--- src/rtl/asi_arb_if.sv ---
// User-side ASI arbitration bundle: per-path burst requests, issued beats, and the
// arbiter's grants and sticky error flag.
interface asi_arb_if;
    logic usr_wrequest;
    logic usr_we;
    logic usr_wlast;
    logic usr_rrequest;
    logic usr_re;
    logic usr_rlast;
    logic usr_wgrant;
    logic usr_rgrant;
    logic arb_err;

    modport slave (
        input  usr_wrequest, usr_we, usr_wlast,
        input  usr_rrequest, usr_re, usr_rlast,
        output usr_wgrant, usr_rgrant, arb_err
    );

    modport master (
        output usr_wrequest, usr_we, usr_wlast,
        output usr_rrequest, usr_re, usr_rlast,
        input  usr_wgrant, usr_rgrant, arb_err
    );
endinterface

--- src/rtl/asi_arb.sv ---
// Burst-granular read/write arbiter for a shared single-port slave memory, with a
// read-to-write turnaround gap and a starvation guard. ASI_ARB_RR_EN selects round robin.
module asi_arb #(
    parameter int ASI_ARB    = 0,
    parameter int SLV_WS     = 1,
    parameter int ARB_STARVE = 4,
    parameter int CNTW       = 3
) (
    input  logic       usr_clk,
    input  logic       usr_reset_n,
    asi_arb_if.slave   bus
);

    localparam logic [1:0] ST_IDLE = 2'd0;
    localparam logic [1:0] ST_WGNT = 2'd1;
    localparam logic [1:0] ST_RGNT = 2'd2;
    localparam logic [1:0] ST_TURN = 2'd3;

    localparam logic [CNTW-1:0] WS_LOAD    = CNTW'(SLV_WS);
    localparam logic [CNTW-1:0] STARVE_LIM = CNTW'(ARB_STARVE);
    localparam logic            PRIO_W     = (ASI_ARB == 0);

    logic [1:0]      state_q,  state_d;
    logic [CNTW-1:0] turn_q,   turn_d;
    logic [CNTW-1:0] starve_q, starve_d;
    logic            last_w_q, last_w_d;
    logic            wgrant_q, rgrant_q, err_q;

    logic any_req, both_req, pick_w, issue;

    always_comb begin
        any_req  = bus.usr_wrequest | bus.usr_rrequest;
        both_req = bus.usr_wrequest & bus.usr_rrequest;
`ifdef ASI_ARB_RR_EN
        pick_w = both_req ? ~last_w_q : bus.usr_wrequest;
`else
        if (both_req) begin
            pick_w = (ARB_STARVE > 0 && starve_q == STARVE_LIM) ? ~PRIO_W : PRIO_W;
        end else begin
            pick_w = bus.usr_wrequest;
        end
`endif
    end

    always_comb begin
        state_d  = state_q;
        turn_d   = turn_q;
        starve_d = starve_q;
        last_w_d = last_w_q;
        issue    = 1'b0;

        case (state_q)
            ST_IDLE: begin
                if (any_req) issue = 1'b1;
            end
            ST_WGNT: begin
                if (bus.usr_we && bus.usr_wlast) begin
                    if (any_req) issue = 1'b1;
                    else         state_d = ST_IDLE;
                end
            end
            ST_RGNT: begin
                if (bus.usr_re && bus.usr_rlast) begin
                    if (!any_req) begin
                        state_d = ST_IDLE;
                    end else if (pick_w && SLV_WS > 0) begin
                        // Let in-flight read data drain before handing the bus to writes.
                        state_d = ST_TURN;
                        turn_d  = WS_LOAD;
                    end else begin
                        issue = 1'b1;
                    end
                end
            end
            default: begin
                turn_d = turn_q - CNTW'(1);
                if (turn_q <= CNTW'(1)) begin
                    if (any_req) issue = 1'b1;
                    else         state_d = ST_IDLE;
                end
            end
        endcase

        if (issue) begin
            state_d  = pick_w ? ST_WGNT : ST_RGNT;
            last_w_d = pick_w;
        end

`ifdef ASI_ARB_RR_EN
        starve_d = '0;
`else
        // Only actual grants count toward starvation, not the provisional TURN choice.
        if (issue) begin
            if (pick_w != PRIO_W) begin
                starve_d = '0;
            end else if (PRIO_W ? bus.usr_rrequest : bus.usr_wrequest) begin
                starve_d = (starve_q == '1) ? starve_q : starve_q + CNTW'(1);
            end
        end
`endif
    end

    always_ff @(posedge usr_clk or negedge usr_reset_n) begin
        if (!usr_reset_n) begin
            state_q  <= ST_IDLE;
            turn_q   <= '0;
            starve_q <= '0;
            last_w_q <= 1'b0;
            wgrant_q <= 1'b0;
            rgrant_q <= 1'b0;
            err_q    <= 1'b0;
        end else begin
            state_q  <= state_d;
            turn_q   <= turn_d;
            starve_q <= starve_d;
            last_w_q <= last_w_d;
            wgrant_q <= (state_d == ST_WGNT);
            rgrant_q <= (state_d == ST_RGNT);
            err_q    <= err_q | (bus.usr_we & ~wgrant_q) | (bus.usr_re & ~rgrant_q);
        end
    end

    assign bus.usr_wgrant = wgrant_q;
    assign bus.usr_rgrant = rgrant_q;
    assign bus.arb_err    = err_q;

endmodule

--- src/flat_wrapper.sv ---
// flat-port wrapper written by rule: the top's interface ports become plain ports
module asi_arb_flat 
#(
    parameter int ASI_ARB    = 0,
    parameter int SLV_WS     = 1,
    parameter int ARB_STARVE = 4,
    parameter int CNTW       = 3
)
  (usr_clk, usr_reset_n, bus_usr_wrequest, bus_usr_we, bus_usr_wlast, bus_usr_rrequest, bus_usr_re, bus_usr_rlast, bus_usr_wgrant, bus_usr_rgrant, bus_arb_err);
  asi_arb_if bus_i ();
  input  logic usr_clk;
  input  logic usr_reset_n;
  input wire logic [$bits(bus_i.usr_wrequest)-1:0] bus_usr_wrequest;
  input wire logic [$bits(bus_i.usr_we)-1:0] bus_usr_we;
  input wire logic [$bits(bus_i.usr_wlast)-1:0] bus_usr_wlast;
  input wire logic [$bits(bus_i.usr_rrequest)-1:0] bus_usr_rrequest;
  input wire logic [$bits(bus_i.usr_re)-1:0] bus_usr_re;
  input wire logic [$bits(bus_i.usr_rlast)-1:0] bus_usr_rlast;
  output wire logic [$bits(bus_i.usr_wgrant)-1:0] bus_usr_wgrant;
  output wire logic [$bits(bus_i.usr_rgrant)-1:0] bus_usr_rgrant;
  output wire logic [$bits(bus_i.arb_err)-1:0] bus_arb_err;
  assign bus_i.usr_wrequest = bus_usr_wrequest;
  assign bus_i.usr_we = bus_usr_we;
  assign bus_i.usr_wlast = bus_usr_wlast;
  assign bus_i.usr_rrequest = bus_usr_rrequest;
  assign bus_i.usr_re = bus_usr_re;
  assign bus_i.usr_rlast = bus_usr_rlast;
  assign bus_usr_wgrant = bus_i.usr_wgrant;
  assign bus_usr_rgrant = bus_i.usr_rgrant;
  assign bus_arb_err = bus_i.arb_err;
  asi_arb #(.ASI_ARB(ASI_ARB), .SLV_WS(SLV_WS), .ARB_STARVE(ARB_STARVE), .CNTW(CNTW)) u_core (.usr_clk(usr_clk), .usr_reset_n(usr_reset_n), .bus(bus_i));
endmodule
--- config.mk ---
export PLATFORM = sky130hd
export DESIGN_NAME = asi_arb_flat
export DESIGN_NICKNAME = d
export VERILOG_FILES = /design/src/rtl/asi_arb_if.sv /design/src/rtl/asi_arb.sv /design/src/flat_wrapper.sv
export SDC_FILE = /design/constraint.sdc
export NUM_CORES = 1
export LEC_CHECK = 0
export CAP_MARGIN = 15
export CORE_AREA = 4 4 41 43
export DETAILED_ROUTE_END_ITERATION = 10
export DIE_AREA = 0 0 45 47
export GPL_TIMING_DRIVEN = 0
export HOLD_SLACK_MARGIN = 0.03
export PLACE_DENSITY_LB_ADDON = 0.12
export REMOVE_ABC_BUFFERS = 1
export SLEW_MARGIN = 25
export SYNTH_ARGS = -nofsm -noshare
export SYNTH_HDL_FRONTEND = slang
export SYNTH_SLANG_ARGS = --single-unit
--- constraint.sdc ---
create_clock -name usr_clk -period 2.55 [get_ports usr_clk]
set_clock_uncertainty 0.15 [all_clocks]
set_input_delay 0.51 -clock usr_clk [delete_from_list [all_inputs] [get_ports usr_clk]]
set_output_delay 0.51 -clock usr_clk [all_outputs]
set_load 0.1 [all_outputs]
* Word-level counts from Yosys, hierarchy flattened
Index checks and enable logic that the tools add are counted.
Storage, ports and cells: flip-flop bits (word level) 11, logic and storage cells 60
Cells by class: add/sub/neg operators 2, $lt $le $gt $ge 1, equal/unequal tests 11, muxes and demuxes 25, bitwise gates (word level) 9, reductions and logical operators 6
Operator list (number):
- 2-to-1 mux 3 bit | 6
- 2-to-1 mux 2 bit | 8
- 2-to-1 mux 1 bit | 8
- == test 3 bit, second input constant | 2
- != test 2 x 1 -> 1 bit, second input constant | 3
- case mux 2 bit (3 select lines) | 1
- case mux 3 bit (2 select lines) | 1
- == test 2 x 1 -> 1 bit, second input constant | 2
- == test 2 bit, second input constant | 2
- != test 2 bit, second input constant | 2
- AND reduction 4 bit | 1
- adder 3 x 1 -> 3 bit, second input constant | 1
- AND 1 bit | 3
- less-or-equal comparator 3 x 1 -> 1 bit, second input constant | 1
- inverter 1 bit | 3
- OR 1 bit | 3
- case mux 1 bit (3 select lines) | 1
- AND reduction 3 bit | 1
- subtractor 3 x 1 -> 3 bit, second input constant | 1
- logical AND 1 bit | 2
- zero test 2 bit | 1
- OR reduction 2 bit | 1

* Longest topological paths before layout
Gate-level depths: netlist (run 1).
depth after elaboration 9, depth in mapped cells 6, mapped depth without buffers 6

* Worst setup path before layout (run 1)
Ideal clock, no wire load.
kind register -> register, start register u_core.starve_q[0], end register u_core.starve_q[0], setup time 0.125 ns, arrival 1.355 ns, required time 2.275 ns, slack 0.921 ns, cell stages (with the launch flop) 7, buffers on the path 0, clock period less this slack 1.629 ns, cell sequence dfrtp_1 ha_1 ha_1 nand2b_1 nor2_1 o211ai_2 mux2_2
Between the ends: word-level cells in the longest chain between the ends 8
Ends and longest elaborated chain:
- start: declaration | RTL line asi_arb.sv:25 | logic [CNTW-1:0] starve_q, starve_d;
- start signal: assignment | RTL line asi_arb.sv:115 | starve_q <= starve_d;
- == test 3 bit | RTL line asi_arb.sv:38 | pick_w = (ARB_STARVE > 0 && starve_q == STARVE_LIM) ? ~PRIO_W : PRIO_W;
- 2-to-1 mux 1 bit | RTL line asi_arb.sv:38
- 2-to-1 mux 1 bit | RTL line asi_arb.sv:37 | if (both_req) begin
- 2-to-1 mux 1 bit | RTL line asi_arb.sv:66 | end else if (pick_w && SLV_WS > 0) begin
- 2-to-1 mux 1 bit | RTL line asi_arb.sv:64 | if (!any_req) begin
- 2-to-1 mux 1 bit | RTL line asi_arb.sv:63 | if (bus.usr_re && bus.usr_rlast) begin
- case mux 1 bit (3 select lines) | RTL line asi_arb.sv:52 | case (state_q)
- AND reduction 3 bit (no source line)
Parallel ways exist; a longest one is shown, timed or not. The select of a mux whose other input is x is not followed. A chain may end at the register's enable or synchronous reset.

* Worst setup path in the final report (run 1)
start register u_core.err_q, in the netlist u_core.bus.arb_err, end output port bus_arb_err
RTL lines:
- start: declaration | RTL line asi_arb.sv:27 | logic wgrant_q, rgrant_q, err_q;
- start signal: assignment | RTL line asi_arb.sv:119 | err_q <= err_q | (bus.usr_we & ~wgrant_q) | (bus.usr_re & ~rgrant_q);
- end: declaration | RTL line flat_wrapper.sv:21 | output wire logic [$bits(bus_i.arb_err)-1:0] bus_arb_err;
No word-level cell between the ends.

==> impl_metrics.json, run 1 <==
{
  "n_antenna_cell": 0,
  "synth_edf_count": 0,
  "tightest_slew_ns": 0.974,
  "rr_worst_depth": 6,
  "portBuffers": 10,
  "critPathLaunchType": "flip-flop",
  "drive_above_1_share_pct": 13.7,
  "ys_async_sr_fraction_pct": 100,
  "hold_viol": 0,
  "synth_flop_cell": "dfrtp_1",
  "multi_input_area_um2": 322,
  "cp_data_required_time_ns": 1.89,
  "root_buffer": "clkbuf_4",
  "slowest_delay_ns": 1.14,
  "critical_path_peak_fanout": 2,
  "io_pins": 11,
  "worst-path-buf-inv": 1,
  "maxCapViolations": 0,
  "core_region_area_um2": 1300,
  "cts_tree": "done",
  "critPathArrivalTime_ns": 1.78,
  "grt_pass1_vias": 493,
  "drv_slew": 0,
  "critical-path-slowest-cell": "clkdlybuf4s50_1",
  "nNetsFinal": 86,
  "synth.avg_cell_area_um2": 10.6,
  "path_cells": "clkdlybuf4s50_1",
  "grt_max_degree": 12,
  "ys.warnings.count": 0,
  "peakVddDrop_mv": 0.613,
  "cts_resized": 0,
  "netlist_instances": 60,
  "start_util_pct": 49.0,
  "clk_latency_ns": 0.27,
  "dr.pass1.iters": 4,
  "avgViaCountPerCell": 5.38,
  "worstHoldPathCells": 1,
  "wl_per_cell_um": 14.6,
  "overflow": 0,
  "first_iter_violations": 9,
  "setup_viol": 0,
  "fin_tns_setup_ns": 0,
  "fillers": 129,
  "antenna_found_initial": 0,
  "fmax_ghz": 0.410,
  "row_count": 13,
  "final_common_cell": "dfrtp_1",
  "finalCriticalPeriod_ns": 2.44,
  "rsz0062_at_grt": "false",
  "outcome": "complete, no violations",
  "dp_hpwl_mm": 1.03,
  "ys_seq_elements": 11,
  "grtUsageTotal_pct": 15.5,
  "max_slew_margin_pct": 34.9,
  "clock_path_buffers": 2,
  "synthesis.area_um2": 638,
  "end_kind": "output port",
  "period_share_pct": 95.5,
  "worstSetupPathType": "reg -> out",
  "yosysSeqAreaShare_pct": 43.1,
  "p_total_uw": 931,
  "fp.dieW_um": 45,
  "cts-buffers-inserted": 3,
  "vias": 473,
  "ctsHoldBuffers": 0,
  "p_per_area_nw_per_um2": 1210,
  "grt_pass1_wl_mm": 2.22,
  "regArea_um2": 275,
  "path_delay_family": "buffers and inverters",
  "totalWireLength_mm": 1.29,
  "clock-sinks": 11,
  "post_cts_buffers": 0,
  "syn_to_final_growth_pct": 21.0,
  "route.detailed.drc": 0,
  "final_cell_mix": "dfrtp_1 (11), clkdlybuf4s50_1 (10), inv_1 (7), nand2_1 (7), ha_1 (4)",
  "ys_types": 31,
  "path_depth": 1,
  "cts.htree.levels": 1,
  "path_clk_slew_ns": 0.07,
  "drt.antenna.violating_nets": 0,
  "leakage_uw": 0.000348,
  "die_h_um": 47,
  "dieArea_um2": 2120,
  "gp_congestion": 0.782,
  "hp-class": "reg -> reg"
}
[Yosys cell counts (2+ instances only)]
cell type,instances,area [um2]
dfrtp_1,11,275
inv_1,7,26.3
nand2_1,7,26.3
ha_1,4,50.1
nor2_1,3,11.3
a22o_1,2,17.5
o21ai_0,2,10.0
[stage by stage]
step                      area (um2)  setup WS (ns)  utilization (%)  cells  hold slack (ns)
after floorplan                  627          0.921                -     59           0.0644
after global placement           746          0.423             57.3     84            0.290
after detailed placement         746          0.397             57.3     84            0.329
after CTS                        772         0.0878             59.3     88            0.341
after global routing             772         0.0609             59.3     88            0.368
final                            772          0.114             59.3     88            0.329
[routing by layer]
metal / vias up / track usage (%) / part of all wire [%] / wire [um]
met2: 12 / 26.3 / 49 / 625
li1: 241 / - / - / -
met3: 4 / 6.13 / 6.8 / 87
met5: - / 0 / 0 / 0
met4: 0 / 9.36 / 1.8 / 23
met1: 216 / 16.2 / 43 / 550
[registers in the layout (all words and copies together) (netlist names)]
name,flops
u_core.bus.arb_err,1
u_core.starve_q,3
u_core.turn_q,3
u_core.bus.usr_rgrant,1
u_core.state_q,2
u_core.bus.usr_wgrant,1
[path summary, 6_finish.rpt]
| kind | from | end | slack (ns) |
|---|---|---|---|
| setup / recovery | u_core.bus.arb_err$_DFF_PN0_ | bus_arb_err | 0.11 |
| setup reg to reg | u_core.starve_q[1]$_DFFE_PN0P_ | u_core.starve_q[0]$_DFFE_PN0P_ | 0.84 |
| hold reg to reg | u_core.bus.usr_rgrant$_DFF_PN0_ | u_core.bus.arb_err$_DFF_PN0_ | 0.33 |
| hold / removal | u_core.bus.usr_rgrant$_DFF_PN0_ | u_core.bus.arb_err$_DFF_PN0_ | 0.33 |
| min in group asynchronous | usr_reset_n | u_core.starve_q[2]$_DFFE_PN0P_ | 0.42 |
| max in group asynchronous | usr_reset_n | u_core.starve_q[1]$_DFFE_PN0P_ | 1.49 |
[kinds of logic (layout without fill, tap and decap cells)]
family                     after synthesis  in the layout  share of synthesized area, %
DFF                                     11             11                          43.1
AOI/OAI and AO/OA                       16             16                          22.9
buffers and inverters                    9             22                          6.47
muxes                                    1              1                          1.76
adders and majority gates                4              4                          7.84
and+or+nand+nor                         19             19                          17.8
[report_power, final]
group / internal (uW) / switching [uW]
clock network: 60.6 / 55.6
logic: 197 / 290
registers: 247 / 80.3
[area by class of cell]
cell class                      count  area share (%)
Inverter                            8            3.89
Multi-Input combinational cell     40            41.7
Sequential cell                    11            35.7
Clock buffer                        4            3.40
Tap cell                           15            2.43
Timing Repair Buffer               10            13.0
No activity file was read; power rests on OpenSTA's default activity.
==> inputs of run 2 (changes only) <==
--- a/config.mk
+++ b/config.mk
@@ -9,6 +9,7 @@
 export CORE_AREA = 4 4 41 43
 export DETAILED_ROUTE_END_ITERATION = 10
 export DIE_AREA = 0 0 45 47
+export GPL_ROUTABILITY_DRIVEN = 0
 export GPL_TIMING_DRIVEN = 0
 export HOLD_SLACK_MARGIN = 0.03
 export PLACE_DENSITY_LB_ADDON = 0.12
==> results of run 2 <==
No change in the layout: final DEF, timing and power equal those of run 1.
